==> src/rtl/insn_encode.sv <==
// ============================================================================
// insn_encode : packs RV32I instruction fields into 32-bit words, range-checks
//               immediates, tags each word with a sequential PC, 2-entry FIFO.
// Revision    : 1.0 - initial release
// ============================================================================
`default_nettype none

module insn_encode #(
  parameter int                 DWIDTH    = 32,
  parameter int                 AWIDTH    = 32,
  parameter logic [AWIDTH-1:0]  BASE_ADDR = 32'h0100_0000,
  parameter int                 ERRCNT_W  = 8
) (
  input  logic                clk,
  input  logic                rst,
  input  logic                flush_i,
  input  logic                in_valid_i,
  output logic                in_ready_o,
  input  logic [6:0]          opcode_i,
  input  logic [4:0]          rd_i,
  input  logic [4:0]          rs1_i,
  input  logic [4:0]          rs2_i,
  input  logic [2:0]          funct3_i,
  input  logic [6:0]          funct7_i,
  input  logic [4:0]          shamt_i,
  input  logic [DWIDTH-1:0]   imm_i,
  output logic                out_valid_o,
  input  logic                out_ready_i,
  output logic [AWIDTH-1:0]   pc_o,
  output logic [DWIDTH-1:0]   insn_o,
  output logic                err_o,
  output logic [ERRCNT_W-1:0] err_cnt_o
);

  localparam logic [6:0]        c_OP_R     = 7'b0110011;
  localparam logic [6:0]        c_OP_IMM   = 7'b0010011;
  localparam logic [6:0]        c_OP_LOAD  = 7'b0000011;
  localparam logic [6:0]        c_OP_JALR  = 7'b1100111;
  localparam logic [6:0]        c_OP_STORE = 7'b0100011;
  localparam logic [6:0]        c_OP_BR    = 7'b1100011;
  localparam logic [6:0]        c_OP_LUI   = 7'b0110111;
  localparam logic [6:0]        c_OP_AUIPC = 7'b0010111;
  localparam logic [6:0]        c_OP_JAL   = 7'b1101111;
  localparam logic [DWIDTH-1:0] c_NOP      = 32'h0000_0013;

  logic [DWIDTH-1:0] w_insn;
  logic              w_err;
  logic              w_ok12;
  logic              w_ok13;
  logic              w_ok21;
  logic [DWIDTH-12:0] w_hi12;
  logic [DWIDTH-13:0] w_hi13;
  logic [DWIDTH-21:0] w_hi21;

  // An immediate fits in N bits when every bit from N-1 upward agrees.
  assign w_hi12 = imm_i[DWIDTH-1:11];
  assign w_hi13 = imm_i[DWIDTH-1:12];
  assign w_hi21 = imm_i[DWIDTH-1:20];
  assign w_ok12 = (&w_hi12) | ~(|w_hi12);
  assign w_ok13 = (&w_hi13) | ~(|w_hi13);
  assign w_ok21 = (&w_hi21) | ~(|w_hi21);

  always_comb begin
    w_insn = c_NOP;
    w_err  = 1'b0;
    case (opcode_i)
      c_OP_R: begin
        w_insn = {funct7_i, rs2_i, rs1_i, funct3_i, rd_i, opcode_i};
      end
      c_OP_IMM: begin
        if (funct3_i == 3'd1 || funct3_i == 3'd5) begin
          w_insn = {funct7_i, shamt_i, rs1_i, funct3_i, rd_i, opcode_i};
          if (funct3_i == 3'd1) w_err = (funct7_i != 7'h00);
          else                  w_err = (funct7_i != 7'h00) && (funct7_i != 7'h20);
        end else begin
          w_insn = {imm_i[11:0], rs1_i, funct3_i, rd_i, opcode_i};
          w_err  = ~w_ok12;
        end
      end
      c_OP_LOAD, c_OP_JALR: begin
        w_insn = {imm_i[11:0], rs1_i, funct3_i, rd_i, opcode_i};
        w_err  = ~w_ok12;
      end
      c_OP_STORE: begin
        w_insn = {imm_i[11:5], rs2_i, rs1_i, funct3_i, imm_i[4:0], opcode_i};
        w_err  = ~w_ok12;
      end
      c_OP_BR: begin
        w_insn = {imm_i[12], imm_i[10:5], rs2_i, rs1_i, funct3_i,
                  imm_i[4:1], imm_i[11], opcode_i};
        w_err  = ~w_ok13 | imm_i[0];
      end
      c_OP_LUI, c_OP_AUIPC: begin
        w_insn = {imm_i[31:12], rd_i, opcode_i};
        w_err  = |imm_i[11:0];
      end
      c_OP_JAL: begin
        w_insn = {imm_i[20], imm_i[10:1], imm_i[11], imm_i[19:12], rd_i, opcode_i};
        w_err  = ~w_ok21 | imm_i[0];
      end
      default: begin
        w_insn = c_NOP;
        w_err  = 1'b1;
      end
    endcase
  end

  logic [AWIDTH-1:0]   r_pc;
  logic [ERRCNT_W-1:0] r_err_cnt;
  logic [1:0]          r_count;
  logic                r_head;
  logic [AWIDTH-1:0]   r_q_pc   [0:1];
  logic [DWIDTH-1:0]   r_q_insn [0:1];
  logic                r_q_err  [0:1];
  logic                w_push;
  logic                w_pop;
  logic                w_valid;
  logic                w_wr_idx;

  assign in_ready_o = rst & ~flush_i & (r_count < 2'd2);
  assign w_valid    = rst & (r_count != 2'd0);
  assign w_push     = in_valid_i & in_ready_o;
  assign w_pop      = w_valid & out_ready_i;
  assign w_wr_idx   = r_head ^ r_count[0];

  always_ff @(posedge clk) begin
    if (!rst) begin
      r_count   <= 2'd0;
      r_head    <= 1'b0;
      r_pc      <= BASE_ADDR;
      r_err_cnt <= '0;
    end else if (flush_i) begin
      r_count <= 2'd0;
      r_head  <= 1'b0;
      r_pc    <= BASE_ADDR;
    end else begin
      if (w_push) begin
        r_q_pc[w_wr_idx]   <= r_pc;
        r_q_insn[w_wr_idx] <= w_insn;
        r_q_err[w_wr_idx]  <= w_err;
        r_pc               <= r_pc + AWIDTH'(4);
        if (w_err && !(&r_err_cnt)) r_err_cnt <= r_err_cnt + ERRCNT_W'(1);
      end
      if (w_pop) r_head <= ~r_head;
      r_count <= r_count + 2'(w_push) - 2'(w_pop);
    end
  end

  assign out_valid_o = w_valid;
  assign pc_o        = w_valid ? r_q_pc[r_head]   : '0;
  assign insn_o      = w_valid ? r_q_insn[r_head] : '0;
  assign err_o       = w_valid ? r_q_err[r_head]  : 1'b0;
  assign err_cnt_o   = r_err_cnt;

endmodule

`default_nettype wire
==> config.mk <==
export PLATFORM = sky130hd
export DESIGN_NAME = insn_encode
export DESIGN_NICKNAME = d
export VERILOG_FILES = /design/src/rtl/insn_encode.sv
export SDC_FILE = /design/constraint.sdc
export NUM_CORES = 1
export LEC_CHECK = 0
export ABC_AREA = 1
export CORE_ASPECT_RATIO = 1.5
export CORE_MARGIN = 3
export CORE_UTILIZATION = 48
export CTS_CLUSTER_SIZE = 25
export DETAILED_ROUTE_END_ITERATION = 7
export GPL_TIMING_DRIVEN = 0
export PLACE_DENSITY = 0.77
export SYNTH_ARGS = -nofsm -noshare
export SYNTH_HDL_FRONTEND = slang
export SYNTH_SLANG_ARGS = --single-unit
==> constraint.sdc <==
create_clock -name clk -period 4.6 [get_ports clk]
set_input_delay 0.92 -clock clk [delete_from_list [all_inputs] [get_ports clk]]
set_output_delay 0.92 -clock clk [all_outputs]
set_load 0.1 [all_outputs]
After elaboration in Yosys (flattened, before gate mapping)
Memory sizes are Yosys's and may differ from the RTL's. A register that Yosys moved wholly into a read port is not among the register bits.
Index checks and enable logic that the tools add are counted.

word-level totals
  flip-flop bits (word level) = 43
  RAM bits = 130
  bits of input ports = 74
  output and inout bits = 75
  word-level logic and storage cells = 81
  memories = 3

cells by class
  $add $sub $neg = 4
  magnitude comparators = 1
  equal/unequal tests = 12
  muxes and demuxes = 18
  bitwise gates (word level) = 20
  reduce and logical (&&, ||, !) cells = 19

memory list
  name      words  width  rd ports  clocked after Yosys merged registers in  write ports  line  source
  r_q_insn  2      32     1         1                                        1            113   logic [DWIDTH-1:0] r_q_insn [0:1];
  r_q_pc    2      32     1         1                                        1            112   logic [AWIDTH-1:0] r_q_pc [0:1];
  r_q_err   2      1      1         1                                        1            114   logic r_q_err [0:1];

operators by type and width
  operator                 number
  $pmux W32 S7             1
  $mux W32                 3
  $add A32 B3 Y32 const B  1
  $reduce_or A12 Y1        2
  $eq A7 B6 Y1 const B     3
  $eq A7 B7 Y1 const B     3
  $reduce_and A21 Y1       1
  $reduce_or A21 Y1        1
  $reduce_and A20 Y1       1
  $reduce_or A20 Y1        1
  $eq A7 B5 Y1 const B     2
  $mux W1                  13
  $reduce_and A12 Y1       1
  $not A1 Y1               9
  $add A8 B1 Y8 const B    1
  $reduce_and A8 Y1        1
  $eq A7 B2 Y1 const B     1
  $ne A7 B6 Y1 const B     1
  $reduce_bool A7 Y1       1
  $pmux W1 S6              1
  $reduce_or A2 Y1         3
  $and A1 B1 Y1            5
  $or A1 B1 Y1             5
  $eq A3 B1 Y1 const B     1
  11 further kinds         12

Depth between registers and ports, before layout
  depth in word-level cells = 8
  mapped depth = 14
  mapped depth without buffers = 14

Worst setup path after synthesis
Ideal clock, no wire load.

  path kind = input to register
  start = input port flush_i
  end = memory r_q_err[0], enable pin
  setup time = 0.485 ns
  data arrival time = 4.637 ns
  slack = -0.522 ns
  stages = 6
  path through = inv_2 -> nand2_1 -> nor2_4 -> nand2_4 -> clkbuf_1 -> nor2_1

between the ends
  longest elaborated chain between the ends = 8

RTL lines
  item                           line  source
  start, declared                16    input logic flush_i,
  $not A1 Y1 (no line)           -
  $and A1 B1 Y1 (2 in a row)     120   assign in_ready_o = rst & ~flush_i & (r_count < 2'd2);
  named net in_ready_o           18    output logic in_ready_o,
  $and A1 B1 Y1                  122   assign w_push = in_valid_i & in_ready_o;
  $mux W1                        137   if (w_push) begin
  $mux W1                        132   end else if (flush_i) begin
  $mux W1                        127   if (!rst) begin
  $mux W1 (not written as such)  140   r_q_err[w_wr_idx] <= w_err;
  end, declared                  114

The timed path passes the listed nets, and every way through them passes these cells.

Final worst setup path
  start = input port rst
  end = output port pc_o[13]

between the ends
  longest elaborated chain between the ends = 2

RTL lines
  item             line  source
  start, declared  15    input logic rst,
  $and A1 B1 Y1    121   assign w_valid = rst & (r_count != 2'd0);
  $mux W32         150   assign pc_o = w_valid ? r_q_pc[r_head] : '0;
  end, declared    29    output logic [AWIDTH-1:0] pc_o,

No other way between the ends.

==> flow_results.org <==
** Run status
- The run finished with clean final reports.

** Clocking
- The root buffer cell chosen for the clock tree is clkbuf_16.
- Clock-pin slew was measured on the worst setup and hold paths at 0.06 ns.
- Count of buffers added by post-CTS timing repair for setup :: 0
- TritonCTS created 17 clock buffers.
- Worst-skew pair later-pin latency :: 0.42 ns
- Maximum buffer depth of the clock tree :: 2
- Maximum level of the CTS H-tree :: 4
- Clock sinks :: 168
- TritonCTS built the clock tree.

** Worst setup path
- Of all nets on the critical path, the largest fanout is 11.
- Worst reg2reg startpoint :: r_count[1]$_SDFF_PP0_
- The slowest stage of the critical path belongs to the cell clkdlybuf4s15_2.
- The worst setup path is of the input port to output pin kind.
- The worst setup path is launched from an input port.
- Critical Path End Type :: output pin
- Launching instance or port of the critical path :: rst
- The endpoint identified for the worst register-to-register timing path is r_q_insn[1][18]$_DFFE_PP_.
- Arrival time at the worst endpoint :: 3.39 ns
- Worst path max stage delay :: 0.55 ns
- The critical path ends at pc_o[13].
- Most Frequent Cell on Critical Path :: inv_1
- Required time at the endpoint of the critical path :: 3.68 ns
- Counting cells, the worst reg-to-reg path comes to 5.
- The worst register-to-register path has a setup slack of 2.33 ns.
- Critical path, cell by cell :: clkdlybuf4s50_1 -> buf_2 -> o21ai_0 -> inv_1 -> clkbuf_1 -> nand2_1 -> inv_1 -> clkdlybuf4s15_2

** Synth
- The number of different library cells used by synthesis comes to 46.
- Average cell area after synthesis :: 9.42 um^2
- Post-synthesis register bit count :: 168
- Most instantiated flip-flop cell in the synthesis netlist :: edfxtp_1
- Sequential elements use 55.1% of the synthesized area.
- Number of synthesized flops with an enable pin :: 126
- Async set or reset register ratio after synthesis :: 0%
- The synthesized netlist occupies a cell area of 8390 um^2.
- Warning count from the yosys run :: 0
- Synthesis produced 891 cells.

** Power and ir drop
- VDD IR max :: 0.203 mV
- Of the total power, the share spent switching nets is 23.5%.
- Sequential cells burn 49.7% of the power.
- Dividing total power by cell area gives a power density of 303 nW/um^2.
- In this run the power spent charging and discharging nets is 0.774 mW.
- The internal portion of the total power is 2.52 mW.
- The clock network is responsible for 42.5% of the overall power.
- Total power for the finished layout comes to 3.29 mW.
- Logic pwr share :: 7.8%
- Lkg Pwr :: 4.66 nW

** Global route
- In the global route stage, overall resource usage came out at 23.2%.
- First-pass GRT wire length :: 34.2 mm
- The total overflow left after global routing is 0.
- Entering global routing, the biggest net connects 30 pins.
- Number of antenna violations at the first check in global routing :: 0
- Vias in the first global route :: 6582

** Job
- Max_cap viols :: 0

** Timing
- Total negative slack :: 0 ns
- Across all hold checks on the routed design, the worst slack comes to 0.479 ns.
- Worst Setup Slack, final :: 0.294 ns
- Final count of pins violating max slew :: 0
- Dividing the final minimum period by the clock period gives 93.6%.
- Worst clock skew on the final layout :: 0.00801 ns
- Setup violations remaining at the end of the flow were counted as 0.
- Setup repair after global routing left no endpoint under its margin.
- Minimum clock period after layout :: 4.31 ns
- Slew headroom :: 28.8%
- Slew at the pin with the worst max-slew slack :: 1.06 ns
- Number of hold violations in the final report :: 0
- Derived from the worst setup path, the maximum achievable clock frequency is 232 MHz.

** Die
- The die is 168 um tall.
- Row generation in the floorplan step produced 58 rows.
- The region available for standard cell placement spans 17000 um^2.
- Die Width :: 114 um
- The die covers 19100 um^2.
- Initial standard-cell utilization of the core :: 49.4%
- # IOs :: 149

** Cells and area
- From synthesis to final layout, the design area changed by 29.6%.
- For this run, the share of the core covered by cells in the final layout is 64.0%.
- The repair_antennas step left the layout with diodes totalling 0.
- The library cell used most frequently in the layout, excluding fill and tap cells, is nand2_1.
- The top cell types in the final layout, fill and taps aside, are nand2_1, inv_1, edfxtp_1.
- In the final design database the tool counted 1141 nets.
- Post-layout instance area :: 10900 um^2
- Cell Count, Final, Fillers Out :: 1286
- Cells with a size suffix above 1 make up 19.0% of the layout.

** Drt
- For this block, the initial DRC count from the detailed router was 408.
- Dividing the detail-routed wire length by the instance count gives 17.0 um.
- Number of remaining DRC errors :: 0
- The count of nets left with antenna violations once routing finished came out at 0.
- The detailed router placed 6586 vias in this run.
- Vias per std cell :: 5.12
- The first TritonRoute pass finished after 7 iterations.
- After detailed routing, the total wire length is 21.8 mm.

** Placement
- At the placement stage, the worst setup path has a slack of -0.662 ns.
- Buffers placed on the I/O ports in this run total 146.
- Cell count after placement :: 1255
- Routability-driven placement congestion ratio :: 0.926
- Placement Cell Area :: 10200 um^2
- Detailed placement HPWL :: 16.5 mm

** Worst hold path
- The worst hold path belongs to the class flip-flop to flip-flop.
- The worst hold path begins at r_pc[14]$_SDFFE_PP0P_.
## critical path, delay by kind of cell
family,cells,cell delay [ns]
compound gates,1,0.11
buf+inv,6,2.15
simple gates,1,0.20
## worst min path at each step
stage | to | cells after the start
2_1_floorplan | r_q_pc[0][11]$_DFFE_PP_ | 0
3_3_place_gp | r_q_pc[0][14]$_DFFE_PP_ | 0
5_1_grt | r_q_pc[0][14]$_DFFE_PP_ | 0
3_5_place_dp | r_q_pc[0][14]$_DFFE_PP_ | 0
6_report | r_q_pc[0][14]$_DFFE_PP_ | 0
4_1_cts | r_q_pc[1][14]$_DFFE_PP_ | 0
## power by group through the flow
stage	combinational (mW)	sequential, mW	clock, mW
6_report	0.255	1.64	1.40
5_1_grt	0.272	1.64	1.48
4_1_cts	0.255	1.64	1.42
3_5_place_dp	0.254	1.67	0
3_3_place_gp	0.249	1.67	0
2_1_floorplan	0.124	1.68	0
## cell families (layout without fill, tap and decap cells)
logic type / after synthesis / after routing / synth area share, %
DFF: 168 / 168 / 55.1
adders and majority gates: 4 / 4 / 0.596
muxes: 63 / 63 / 8.45
AOI/OAI and AO/OA: 76 / 76 / 5.47
buffers and inverters: 206 / 387 / 9.44
xor gates and xnor gates: 11 / 11 / 1.15
and+or+nand+nor: 361 / 361 / 19.7
other: 2 / 6 / 0.0895
## cells in the mapped netlist (all sizes together), types with 7 or more instances
library cell  count  area share, %
nand3            29            1.9
nor3             22            1.4
nand4            21            1.6
buf              13           0.81
xor2              7           0.73
mux2             63            8.5
dfxtp            42             10
edfxtp          126             45
o21ai            24            1.4
inv             180            8.1
nor2             84            4.4
o22ai            13           0.97
nand2           194            9.2
clkbuf           12           0.54
a21oi            22            1.4
## state kept, by name (all words and copies together) (netlist names), named ones only
register   cells
r_q_insn      64
r_q_pc        60
r_pc          30
err_cnt_o      8
r_count        2
r_q_err        2
r_head         1
## cell type report
class	count	area (um^2)
Multi-Input combinational cell	521	3010
Clock inverter	11	113
Timing Repair Buffer	150	1620
Sequential cell	168	4620
Fill cell	1341	6110
Clock buffer	21	460
Buffer	24	110
Inverter	181	679
Tap cell	210	263
## per-layer routing
layer  wire length, um  vias up  share of wire (%)  global-route usage, %
met3              1060       48                4.9                   4.35
met2             12000      210                 55                   44.0
met4               676        0                3.1                   8.94
met1              8130     3069                 37                   24.8
li1                  -     3259                  -                      -
met5                 0        -                  0                      0
## repair_timing
action / 4_1_cts / 5_1_grt
hold buffers: 0 / 0
endpoints found under the hold margin: 0 / 0
gates resized for setup: 184 / 1
setup endpoints to repair: 64 / 15
No activity file was read; power rests on OpenSTA's default activity.
